`src/rtl/instr_exec_if.sv`:
```
// rtl/instr_exec_if.sv - instruction handshake, result, redirect and status bundle of the execute stage
interface instr_exec_if #(
    parameter int DATA_W = 8,
    parameter int PC_W   = 5
);
    logic              instr_valid;
    logic [15:0]       instr;
    logic              instr_ready;
    logic [DATA_W-1:0] out;
    logic              out_valid;
    logic              br_valid;
    logic [PC_W-1:0]   br_target;
    logic              zero;
    logic              carry;
    logic              halted;
    logic              illegal;

    modport master (
        output instr_valid, instr,
        input  instr_ready, out, out_valid, br_valid, br_target, zero, carry, halted, illegal
    );

    modport slave (
        input  instr_valid, instr,
        output instr_ready, out, out_valid, br_valid, br_target, zero, carry, halted, illegal
    );
endinterface

```
`src/rtl/instr_exec.sv`:
```
// rtl/instr_exec.sv - accumulator execute stage fed by the fetch counter
// EXEC_MUL_EN enables the iterative shift-add MUL; otherwise opcode 0C is illegal.
module instr_exec #(
    parameter int DATA_W = 8,
    parameter int PC_W   = 5
) (
    input  logic         clk,
    input  logic         rst,
    instr_exec_if.slave  bus
);
    localparam logic [7:0] OP_NOP  = 8'h00, OP_LDI = 8'h01, OP_ADDI = 8'h02, OP_SUBI = 8'h03,
                           OP_ANDI = 8'h04, OP_ORI = 8'h05, OP_XORI = 8'h06, OP_SHL  = 8'h07,
                           OP_SHR  = 8'h08, OP_OUT = 8'h09, OP_JZ   = 8'h0A, OP_JMP  = 8'h0B,
                           OP_MUL  = 8'h0C, OP_HALT = 8'hFF;

    typedef enum logic [1:0] {
        S_IDLE = 2'd0,
`ifdef EXEC_MUL_EN
        S_MUL  = 2'd1,
`endif
        S_HALT = 2'd2
    } state_t;

    state_t state, state_nxt;

    logic [7:0]        op;
    logic [DATA_W-1:0] imm;
    logic              accept;
    logic [DATA_W-1:0] acc, acc_nxt;
    logic              acc_we, carry_q, carry_nxt, carry_we, zero_q, illegal_op;
    logic [DATA_W:0]   add_w, sub_w, shl_w, shr_w;
    logic [2:0]        sh;

    assign op     = bus.instr[15:8];
    assign imm    = DATA_W'(bus.instr[7:0]);
    assign sh     = bus.instr[2:0];
    assign accept = bus.instr_valid && (state == S_IDLE);

    // The extra top/bottom bit of each shift captures the last bit shifted out.
    assign add_w = {1'b0, acc} + {1'b0, imm};
    assign sub_w = {1'b0, acc} - {1'b0, imm};
    assign shl_w = {1'b0, acc} << sh;
    assign shr_w = {acc, 1'b0} >> sh;

`ifdef EXEC_MUL_EN
    localparam int CNT_W = $clog2(DATA_W) + 1;
    logic [2*DATA_W-1:0] mcand, prod, prod_step;
    logic [DATA_W-1:0]   mplier;
    logic [CNT_W-1:0]    cnt;
    logic                mul_last;

    assign prod_step = mplier[0] ? prod + mcand : prod;
    assign mul_last  = (cnt == CNT_W'(DATA_W - 1));

    always_ff @(posedge clk or posedge rst) begin
        if (rst) begin
            mcand  <= '0;
            mplier <= '0;
            prod   <= '0;
            cnt    <= '0;
        end else if (accept && op == OP_MUL) begin
            mcand  <= {{DATA_W{1'b0}}, acc};
            mplier <= imm;
            prod   <= '0;
            cnt    <= '0;
        end else if (state == S_MUL) begin
            prod   <= prod_step;
            mcand  <= mcand << 1;
            mplier <= mplier >> 1;
            cnt    <= cnt + CNT_W'(1);
        end
    end
`endif

    always_ff @(posedge clk or posedge rst) begin
        if (rst) state <= S_IDLE;
        else     state <= state_nxt;
    end

    always_comb begin
        state_nxt = state;
        case (state)
            S_IDLE: begin
                if (accept && op == OP_HALT) state_nxt = S_HALT;
`ifdef EXEC_MUL_EN
                else if (accept && op == OP_MUL) state_nxt = S_MUL;
`endif
            end
`ifdef EXEC_MUL_EN
            S_MUL:   if (mul_last) state_nxt = S_IDLE;
`endif
            default: state_nxt = S_HALT;
        endcase
    end

    always_comb begin
        bus.instr_ready = (state == S_IDLE);
    end

    always_comb begin
        acc_nxt    = acc;
        acc_we     = 1'b0;
        carry_nxt  = carry_q;
        carry_we   = 1'b0;
        illegal_op = 1'b0;
        if (accept) begin
            case (op)
                OP_LDI:  begin acc_nxt = imm;               acc_we = 1'b1; end
                OP_ADDI: begin acc_nxt = add_w[DATA_W-1:0]; acc_we = 1'b1;
                               carry_nxt = add_w[DATA_W];   carry_we = 1'b1; end
                OP_SUBI: begin acc_nxt = sub_w[DATA_W-1:0]; acc_we = 1'b1;
                               carry_nxt = sub_w[DATA_W];   carry_we = 1'b1; end
                OP_ANDI: begin acc_nxt = acc & imm;         acc_we = 1'b1; end
                OP_ORI:  begin acc_nxt = acc | imm;         acc_we = 1'b1; end
                OP_XORI: begin acc_nxt = acc ^ imm;         acc_we = 1'b1; end
                OP_SHL:  begin acc_nxt = shl_w[DATA_W-1:0]; acc_we = 1'b1;
                               carry_nxt = shl_w[DATA_W];   carry_we = (sh != 3'd0); end
                OP_SHR:  begin acc_nxt = shr_w[DATA_W:1];   acc_we = 1'b1;
                               carry_nxt = shr_w[0];        carry_we = (sh != 3'd0); end
`ifdef EXEC_MUL_EN
                OP_MUL:  ;
`else
                OP_MUL:  illegal_op = 1'b1;
`endif
                OP_NOP, OP_OUT, OP_JZ, OP_JMP, OP_HALT: ;
                default: illegal_op = 1'b1;
            endcase
        end
`ifdef EXEC_MUL_EN
        if (state == S_MUL && mul_last) begin
            acc_nxt   = prod_step[DATA_W-1:0];
            acc_we    = 1'b1;
            carry_nxt = |prod_step[2*DATA_W-1:DATA_W];
            carry_we  = 1'b1;
        end
`endif
    end

    always_ff @(posedge clk or posedge rst) begin
        if (rst) begin
            acc           <= '0;
            zero_q        <= 1'b1;
            carry_q       <= 1'b0;
            bus.out       <= '0;
            bus.out_valid <= 1'b0;
            bus.br_valid  <= 1'b0;
            bus.br_target <= '0;
            bus.halted    <= 1'b0;
            bus.illegal   <= 1'b0;
        end else begin
            bus.out_valid <= accept && op == OP_OUT;
            bus.br_valid  <= accept && (op == OP_JMP || (op == OP_JZ && zero_q));
            if (accept && op == OP_OUT) bus.out <= acc;
            if (accept && (op == OP_JMP || (op == OP_JZ && zero_q)))
                bus.br_target <= bus.instr[PC_W-1:0];
            if (acc_we) begin
                acc    <= acc_nxt;
                zero_q <= (acc_nxt == '0);
            end
            if (carry_we) carry_q <= carry_nxt;
            if (accept && op == OP_HALT) bus.halted <= 1'b1;
            if (illegal_op) bus.illegal <= 1'b1;
        end
    end

    assign bus.zero  = zero_q;
    assign bus.carry = carry_q;
endmodule

```
`src/flat_wrapper.sv`:
```
// flat-port wrapper written by rule: the top's interface ports become plain ports
module instr_exec_flat 
#(
    parameter int DATA_W = 8,
    parameter int PC_W   = 5
)
  (clk, rst, bus_instr_valid, bus_instr, bus_instr_ready, bus_out, bus_out_valid, bus_br_valid, bus_br_target, bus_zero, bus_carry, bus_halted, bus_illegal);
  instr_exec_if #(.DATA_W(DATA_W), .PC_W(PC_W)) bus_i ();
  input  logic clk;
  input  logic rst;
  input wire logic [$bits(bus_i.instr_valid)-1:0] bus_instr_valid;
  input wire logic [$bits(bus_i.instr)-1:0] bus_instr;
  output wire logic [$bits(bus_i.instr_ready)-1:0] bus_instr_ready;
  output wire logic [$bits(bus_i.out)-1:0] bus_out;
  output wire logic [$bits(bus_i.out_valid)-1:0] bus_out_valid;
  output wire logic [$bits(bus_i.br_valid)-1:0] bus_br_valid;
  output wire logic [$bits(bus_i.br_target)-1:0] bus_br_target;
  output wire logic [$bits(bus_i.zero)-1:0] bus_zero;
  output wire logic [$bits(bus_i.carry)-1:0] bus_carry;
  output wire logic [$bits(bus_i.halted)-1:0] bus_halted;
  output wire logic [$bits(bus_i.illegal)-1:0] bus_illegal;
  assign bus_i.instr_valid = bus_instr_valid;
  assign bus_i.instr = bus_instr;
  assign bus_instr_ready = bus_i.instr_ready;
  assign bus_out = bus_i.out;
  assign bus_out_valid = bus_i.out_valid;
  assign bus_br_valid = bus_i.br_valid;
  assign bus_br_target = bus_i.br_target;
  assign bus_zero = bus_i.zero;
  assign bus_carry = bus_i.carry;
  assign bus_halted = bus_i.halted;
  assign bus_illegal = bus_i.illegal;
  instr_exec #(.DATA_W(DATA_W), .PC_W(PC_W)) u_core (.clk(clk), .rst(rst), .bus(bus_i));
endmodule
```
`config.mk`:
```
export PLATFORM = sky130hd
export DESIGN_NAME = instr_exec_flat
export DESIGN_NICKNAME = d
export VERILOG_FILES = /design/src/rtl/instr_exec_if.sv /design/src/rtl/instr_exec.sv /design/src/flat_wrapper.sv
export SDC_FILE = /design/constraint.sdc
export NUM_CORES = 1
export LEC_CHECK = 0
export ABC_CLOCK_PERIOD_IN_PS = 2700
export CORE_MARGIN = 5
export CORE_UTILIZATION = 40
export CTS_BUF_LIST = sky130_fd_sc_hd__clkbuf_16
export CTS_CLUSTER_DIAMETER = 50
export DETAILED_ROUTE_END_ITERATION = 8
export GPL_TIMING_DRIVEN = 1
export HOLD_SLACK_MARGIN = 0.12
export PLACE_DENSITY = 0.69
export SLEW_MARGIN = 20
export SYNTH_ARGS = -nofsm -noshare
export SYNTH_HDL_FRONTEND = slang
export SYNTH_SLANG_ARGS = --single-unit
```
`constraint.sdc`:
```
create_clock -name clk -period 2.7 [get_ports clk]
set_clock_uncertainty 0.05 [all_clocks]
set_input_delay 0.27 -clock clk [delete_from_list [all_inputs] [get_ports clk]]
set_output_delay 0.27 -clock clk [all_outputs]
set_load 0.02 [all_outputs]
```
# Word-level counts from Yosys, hierarchy flattened
# Cells that the tools add are included.
# totals
output_inout_bits,20
inputBits,19
register_bits,29
elab_cells,57
# op_classes
mux,11
add_sub_neg,2
n_shift,2
n_eq_ne,13
reduce_logical,16
n_bitwise,3
# ops
operator,count
$pmux W8 S8,1
$eq A8 B3 Y1 const B,4
$eq A8 B4 Y1 const B,4
$eq A8 B2 Y1 const B,2
$logic_not A8 Y1,2
$reduce_or A13 Y1,1
$add A8 B8 Y9,1
$shl A8 B3 Y9,1
$shr A9 B3 Y9,1
$sub A8 B8 Y9,1
$and A8 B8 Y8,1
$eq A8 B1 Y1 const B,1
$eq A8 B8 Y1 const B,1
$mux W8,1
$or A8 B8 Y8,1
$reduce_or A8 Y1,1
$xor A8 B8 Y8,1
$logic_and A1 B1 Y1,5
$mux W1,5
$mux W2,2
$pmux W1 S4,1
$reduce_bool A4 Y1,1
$reduce_or A2 Y1,2
$reduce_and A3 Y1,1
other kinds (5),5

# Logic depth before layout (Yosys ltp)
# Gate-level depths: netlist of the first run.
# logic_depth
word_depth,5
depth_mapped,11
depth_no_buf,10

# Least setup slack after synthesis of the first run
# No wires, ideal clock.
# synth_path
kind,input port to flip-flop
start,input bus_instr[1]
end,"register u_core.zero_q, in the netlist u_core.bus.zero"
required_time_ns,2.578
setup_time_ns,0.072
path_buffers,2
arrival_ns,2.436
stages,11
path_slack_ns,0.142
cell_sequence,buf_2 -> buf_1 -> inv_1 -> ha_1 -> a21oi_1 -> o2111ai_1 -> a31oi_1 -> nor3_1 -> a2111oi_0 -> o2111ai_1 -> o21ai_1
# synth_via
elab_chain_cells,4
elab_cells_between_ends,10
cone_classes,add/sub: 2; shift: 2; mux: 2; bitwise: 3; reduce/logical: 1
# synth_lines
item,line,rtl
from (decl),flat_wrapper.sv:12,input wire logic [$bits(bus_i.instr)-1:0] bus_instr;
"$sub A8 B8 Y9, or another cell as far along",instr_exec.sv:41,"assign sub_w = {1'b0, acc} - {1'b0, imm};"
$pmux W8 S8 *,instr_exec.sv:107,case (op)
$mux W8 *,instr_exec.sv:106,if (accept) begin
$logic_not A8 Y1 *,instr_exec.sv:158,zero_q <= (acc_nxt == '0);
to (signal assigned),instr_exec.sv:158,
to (decl),instr_exec.sv:30,"logic acc_we, carry_q, carry_nxt, carry_we, zero_q, illegal_op;"
# Mark *: on every way between the ends. The rest lies on a longest branch, timed or not.
# A chain may end at the register's enable or synchronous reset.

# Worst setup path after layout of the first run
# Ends and elaborated chain as after synthesis.

==> results of run 1 <==
timing repair:
action	CTS	global route
pin swaps	0	2
hold endpoints to repair	0	0
gates resized for setup	1	19
setup endpoints to repair	1	3
setup buffers	0	1
metal layers:
metal,vias to the layer above,global-route usage [%],share of wire (%),routed length (µm)
li1,1521,-,-,-
met1,1515,31.4,41,4340
met2,194,38.8,45,4850
met3,39,4.07,9.0,964
met4,0,9.72,4.8,507
met5,-,0,0,0
report_power, final:
part | leakage [nW] | internal [mW] | total [mW] | switching (mW)
registers | 0.357 | 0.421 | 0.424 | 0.00281
logic | 1.51 | 0.154 | 0.324 | 0.170
clock network | 0.0511 | 0.296 | 0.452 | 0.157
total | 1.91 | 0.871 | 1.20 | 0.330
kinds of logic (layout without fill, tap and decap cells):
| group | after synthesis | in the layout |
|---|---|---|
| xor gates and xnor gates | 4 | 4 |
| muxes | 28 | 28 |
| adders and majority gates | 27 | 27 |
| AOI/OAI and AO/OA | 108 | 108 |
| and+or+nand+nor | 101 | 101 |
| buffers and inverters | 52 | 162 |
| DFF | 28 | 28 |
per-stage QoR:
| step | instance area, µm² | utilization [%] | total power, mW | cells | TNS, ps |
|---|---|---|---|---|---|
| CTS | 4150 | 57.2 | 1.19 | 556 | 0 |
| floorplan | 2980 | - | 0.594 | 348 | 0 |
| detailed placement | 4050 | 55.8 | 0.743 | 552 | -1290 |
| global placement | 4050 | 55.8 | 0.739 | 552 | -932 |
| finish | 4220 | 58.1 | 1.20 | 557 | 0 |
| global route | 4220 | 58.1 | 1.25 | 557 | -28.7 |
sequential cells by signal, summed over array words and instances (netlist names):
name / cells
u_core.acc: 8
u_core.bus.out: 8
u_core.bus.br_target: 5
u_core.bus.br_valid: 1
u_core.bus.carry: 1
u_core.bus.halted: 1
u_core.bus.illegal: 1
u_core.bus.out_valid: 1
u_core.bus.zero: 1
u_core.state: 1
worst register-to-register path, stage by stage (launching register included):
cell and delay (ps):
dfrtp_2 420, inv_1 70, ha_1 230, fa_1 510, a211oi_1 70, a22oi_1 210
o2111ai_2 190, a2111oi_2 380, o2111ai_1 170, o21ai_1 150
path summary, 6_finish.rpt:
check	from	to	slack, ps	depth (start not counted)
max	bus_instr[1]	u_core.bus.zero	160	8
min	rst	u_core.bus.illegal	340	3
max reg2reg	u_core.acc[0]	u_core.bus.zero	180	9
min reg2reg	u_core.bus.illegal	u_core.bus.illegal	420	1
max in group asynchronous	rst	u_core.bus.zero	1940	3
min in group clk	u_core.bus.illegal	u_core.bus.illegal	420	1
final cells by class:
cell class / instances / area [µm²]
flip-flops and latches: 28 / 704
multi-input cells: 268 / 2110
repair buffers: 129 / 1070
inverters: 29 / 109
fillers: 686 / 3040
clock inverters: 1 / 30.0
clock buffers: 3 / 75.1
well taps: 99 / 124
layout by cell type (no fill, tap or decap), drive strengths merged, types with 4 or more instances in the layout:
master / n
nor4: 4
o2111ai: 7
o22ai: 6
nand3: 9
buf: 91
a211oi: 7
mux2: 7
nor3: 12
inv: 28
o21ai: 26
nor2: 24
nand2: 30
o21a: 4
o211ai: 4
dfrtp: 27
mux2i: 12
ha: 25
a22oi: 4
a21o: 5
a21oi: 17
clkdlybuf4s50: 37
mux4: 9
o21bai: 4
==> flow_metrics.tcl, run 1 <==
set metrics [dict create \
    grt_pass1_vias 3206 \
    clockRootBuffer "clkbuf_16" \
    syn2layout_area_growth_pct 41.7 \
    hold_viol_final 0 \
    synth-compound-area-share_pct 24.9 \
    synthMuxAreaShare_pct 14.4 \
    cts_tree "yes" \
    syn-num-nets 394 \
    outcome "finished clean" \
    vias_per_cell 5.87 \
    drtAntennaViolNets 0 \
    synth_top_family_by_area "compound AO/OA/AOI/OAI gates" \
    clkSlewWorstSetupHoldPaths_ps 80 \
    fin_ws_ps 161 \
    io_pins 39 \
    vias 3269 \
    core_um2 7250 \
    cp_slowest_cell "mux4_2" \
    antenna_cells 0 \
    dieHeight_um 96.2 \
    yosys.cell_count.top_type "nand2_1" \
    firstDrtPassIters 5 \
    async_reset_ff_share_pct 100 \
    fin_crit_sh_pct 94.0 \
    period_needed_ps 2540 \
    yosysTopAreaCell "dfrtp_1" \
    grt_pass1_wl_um 16800 \
    htreeDepth 1 \
    clkLatencyLatePin_ps 270 \
    required_ps 2850 \
    synth_area_um2 2980 \
    whs_ps 342 \
    crit_family "compound AO/OA/AOI/OAI gates" \
    path_buf_inv 2 \
    worstSetupPathType "input port to flop" \
    synth_area_leaders "dfrtp_1 (23%), ha_1 (11%), mux4_1 (5.3%)" \
    die_area_um2 9260 \
    cts_sinks 28 \
    crit_chain "clkdlybuf4s50_1, buf_6, mux4_2, a221oi_1, o2111ai_2, a2111oi_2, o2111ai_1, o21ai_1" \
    ys_seq_area_share_pct 23.6 \
    place_congestion 0.927 \
    grt.total_usage_pct 23.9 \
    final_layout_size_suffix_gt1_share_pct 27.5 \
    hp-class "input port to asynchronous set/reset pin" \
    tightest_slew_ps 491 \
    dp_slack_ps -294 \
    synth_fa_ha_area_share_pct 11.9 \
    ir_drop_v 0.000226 \
    synth_warnings 0 \
    antenna_found_initial 0 \
    worst-path-max-fanout 8 \
    holdBufCountCts 0 \
    synth_cell_types 65 \
    grt.overflow.total 0 \
    synthTopCellsByCount "nand2_1 (30), inv_1 (28), dfrtp_1 (27)" \
    slew_headroom_pct 66.9 \
    fmax_ghz 0.394 \
    first_iter_violations 239 \
    floorplan.initialDensity_pct 41.0 \
    power.density_nw_per_um2 285 \
    yosysTopAreaCellShare_pct 22.7 \
    start_kind "input port" \
    drc 0 \
    wl_um 10700 \
    synth_edf_count 0 \
    critPathArrivalTime_ps 2690 \
    synthSimpleGateAreaFrac_pct 16.8 \
    synthFlopType "dfrtp_1" \
    cpPeakStageDelay_ps 500 \
    synth_seq_cells 28 \
    leakage_nw 1.91 \
    port-buffer-count 38 \
    wl_per_cell_um 19.1 \
    nets 505 \
    finalSetupViolCount 0 \
    grt_max_degree 29 \
    rows 31 \
    cts_made_buffers 3 \
    syn_area_per_cell_um2 8.55 \
    cts_buffer_depth 2 \
    synthXorXnorAreaFrac_pct 1.18 \
    synthCells 348 \
    worstSetupEndpointType "flop" \
    slew_violations 0 \
    die_w_um 96.2 \
    drv_cap 0 \
    hpwl_um 8650 \
]
Note: power is estimated with default switching activity, not from simulation.
==> run 2, diff against run 1 <==
ABC_CLOCK_PERIOD_IN_PS = 2420   (was 2700)
CELL_PAD_IN_SITES_DETAIL_PLACEMENT = 1   (was default)
CELL_PAD_IN_SITES_GLOBAL_PLACEMENT = 1   (was default)
GPL_ROUTABILITY_DRIVEN = 1   (was default)
PLACE_DENSITY = 0.85   (was 0.69)
clock period = 2.42 ns   (was 2.7 ns; I/O delays follow)
==> flow_metrics.tcl, run 2 (synthesis results as in run 1) <==
set metrics [dict create \
    outcome "finished with violations" \
    failed_checks "setup timing" \
    critPathArrivalTime_ps 2720 \
    cts_sinks 28 \
    fin_ws_ps -130 \
    dieHeight_um 96.2 \
    holdBufCountCts 0 \
    rsz0062_at_grt "yes" \
    htreeDepth 1 \
    grt_max_degree 29 \
    hp-class "input port to asynchronous set/reset pin" \
    grt_pass1_wl_um 20800 \
    clockPowerShare_pct 36.3 \
    floorplan.initialDensity_pct 41.0 \
    die_w_um 96.2 \
    antenna_cells 0 \
    wl_um 15600 \
    switching_share_pct 30.1 \
    reg.largest.list "u_core.acc (8), u_core.bus.out (8), u_core.bus.br_target (5)" \
    mostFrequentLayoutCells "buf_4 (110), clkdlybuf4s50_1 (34), nand2_1 (30)" \
    whs_ps 310 \
    nFillCells 835 \
    grt.total_usage_pct 30.7 \
    tightest_slew_ps 690 \
    required_ps 2590 \
    clkSlewWorstSetupHoldPaths_ps 80 \
    fin_crit_sh_pct 105 \
    die_area_um2 9260 \
    layout_commonest_cell "buf_4" \
    drc 0 \
    start_kind "flop" \
    p_seq_share_pct 33.0 \
    pwr-share-comb_pct 30.7 \
    fmax_ghz 0.392 \
    ir_drop_v 0.000215 \
    vias 3757 \
    cts_buffer_depth 2 \
    io_pins 39 \
    hold_viol_final 0 \
    drv_cap 0 \
    antenna_found_initial 0 \
    syn2layout_area_growth_pct 55.4 \
    worstSetupEndpointType "flop" \
    vias_per_cell 6.47 \
    p_int_mw 1.00 \
    finalSetupViolCount 4 \
    grt_pass1_vias 3795 \
    drtAntennaViolNets 0 \
    final_layout_size_suffix_gt1_share_pct 37.8 \
    first_iter_violations 384 \
    rows 31 \
    place_congestion 0.982 \
    wl_per_cell_um 26.8 \
    hpwl_um 10900 \
    rr_worst_depth 7 \
    nets 529 \
    clockRootBuffer "clkbuf_16" \
    power.density_nw_per_um2 310 \
    firstDrtPassIters 5 \
    leakage_nw 2.09 \
    period_needed_ps 2550 \
    dp_slack_ps -690 \
    worstSetupPathType "flop to flop" \
    port-buffer-count 38 \
    cts_made_buffers 3 \
    core_um2 7250 \
    slew_violations 0 \
    grt.overflow.total 0 \
    worst-path-max-fanout 7 \
    slew_headroom_pct 53.5 \
    power_switching_mw 0.432 \
    cts_tree "yes" \
    clkLatencyLatePin_ps 280 \
]
run 2: final cells by class:
| class | instances | area, µm² | share of cell area [%] |
|---|---|---|---|
| inverter | 29 | 109 | 2.35 |
| clock inverter | 1 | 30.0 | 0.649 |
| timing repair buffer | 153 | 1300 | 28.0 |
| multi-input combinational | 268 | 2280 | 49.4 |
| sequential | 28 | 706 | 15.3 |
| tap | 99 | 124 | 2.68 |
| clock buffer | 3 | 75.1 | 1.62 |
run 2: per-stage QoR:
step                power, mW  utilization (%)  std cells  cell area (µm²)  setup TNS [ps]
global route             1.49             63.8        581             4620            -639
detailed placement      0.864             58.0        572             4210           -6390
floorplan               0.663                -        348             2980               0
global placement        0.844             58.0        572             4210           -3850
CTS                      1.39             60.5        577             4390            -154
finish                   1.43             63.8        581             4620            -358
run 2: worst max-delay path, cell delays in order (launching register included):
cell and delay (ps):
dfrtp_1 550, buf_4 250, mux4_1 570, a211oi_2 300
o2111ai_2 150, o31ai_2 320, o2111ai_1 160, o21ai_1 150
run 2: routing by layer:
layer | GRT usage (%) | share of wire [%] | vias up
li1 | - | - | 1565
met5 | 0 | 0 | -
met2 | 51.8 | 48 | 296
met3 | 5.55 | 9.9 | 94
met1 | 36.3 | 35 | 1802
met4 | 17.7 | 6.3 | 0
run 2: worst paths after layout:
| check | startpoint | end | slack (ps) |
|---|---|---|---|
| setup / recovery | u_core.acc[6] | u_core.bus.zero | -130 |
| hold / removal | rst | u_core.bus.out[2] | 310 |
| setup reg to reg | u_core.acc[6] | u_core.bus.zero | -130 |
| hold reg to reg | u_core.bus.halted | u_core.bus.halted | 430 |
| max in group asynchronous | rst | u_core.bus.zero | 1680 |
| min in group clk | u_core.bus.halted | u_core.bus.halted | 430 |
run 2: power groups by stage:
stage	sequential [mW]	combinational, mW	clock (mW)
after floorplan	0.484	0.180	0
after global placement	0.482	0.362	0
after detailed placement	0.482	0.382	0
after CTS	0.473	0.393	0.522
after global routing	0.473	0.461	0.559
final	0.473	0.440	0.521
run 2: what timing repair did:
action                                  CTS  global route
endpoints found under the setup margin   10            15
setup buffers                             1             3
gates resized for setup                  20            50
gates cloned                              0             1
pin swaps                                 9            12
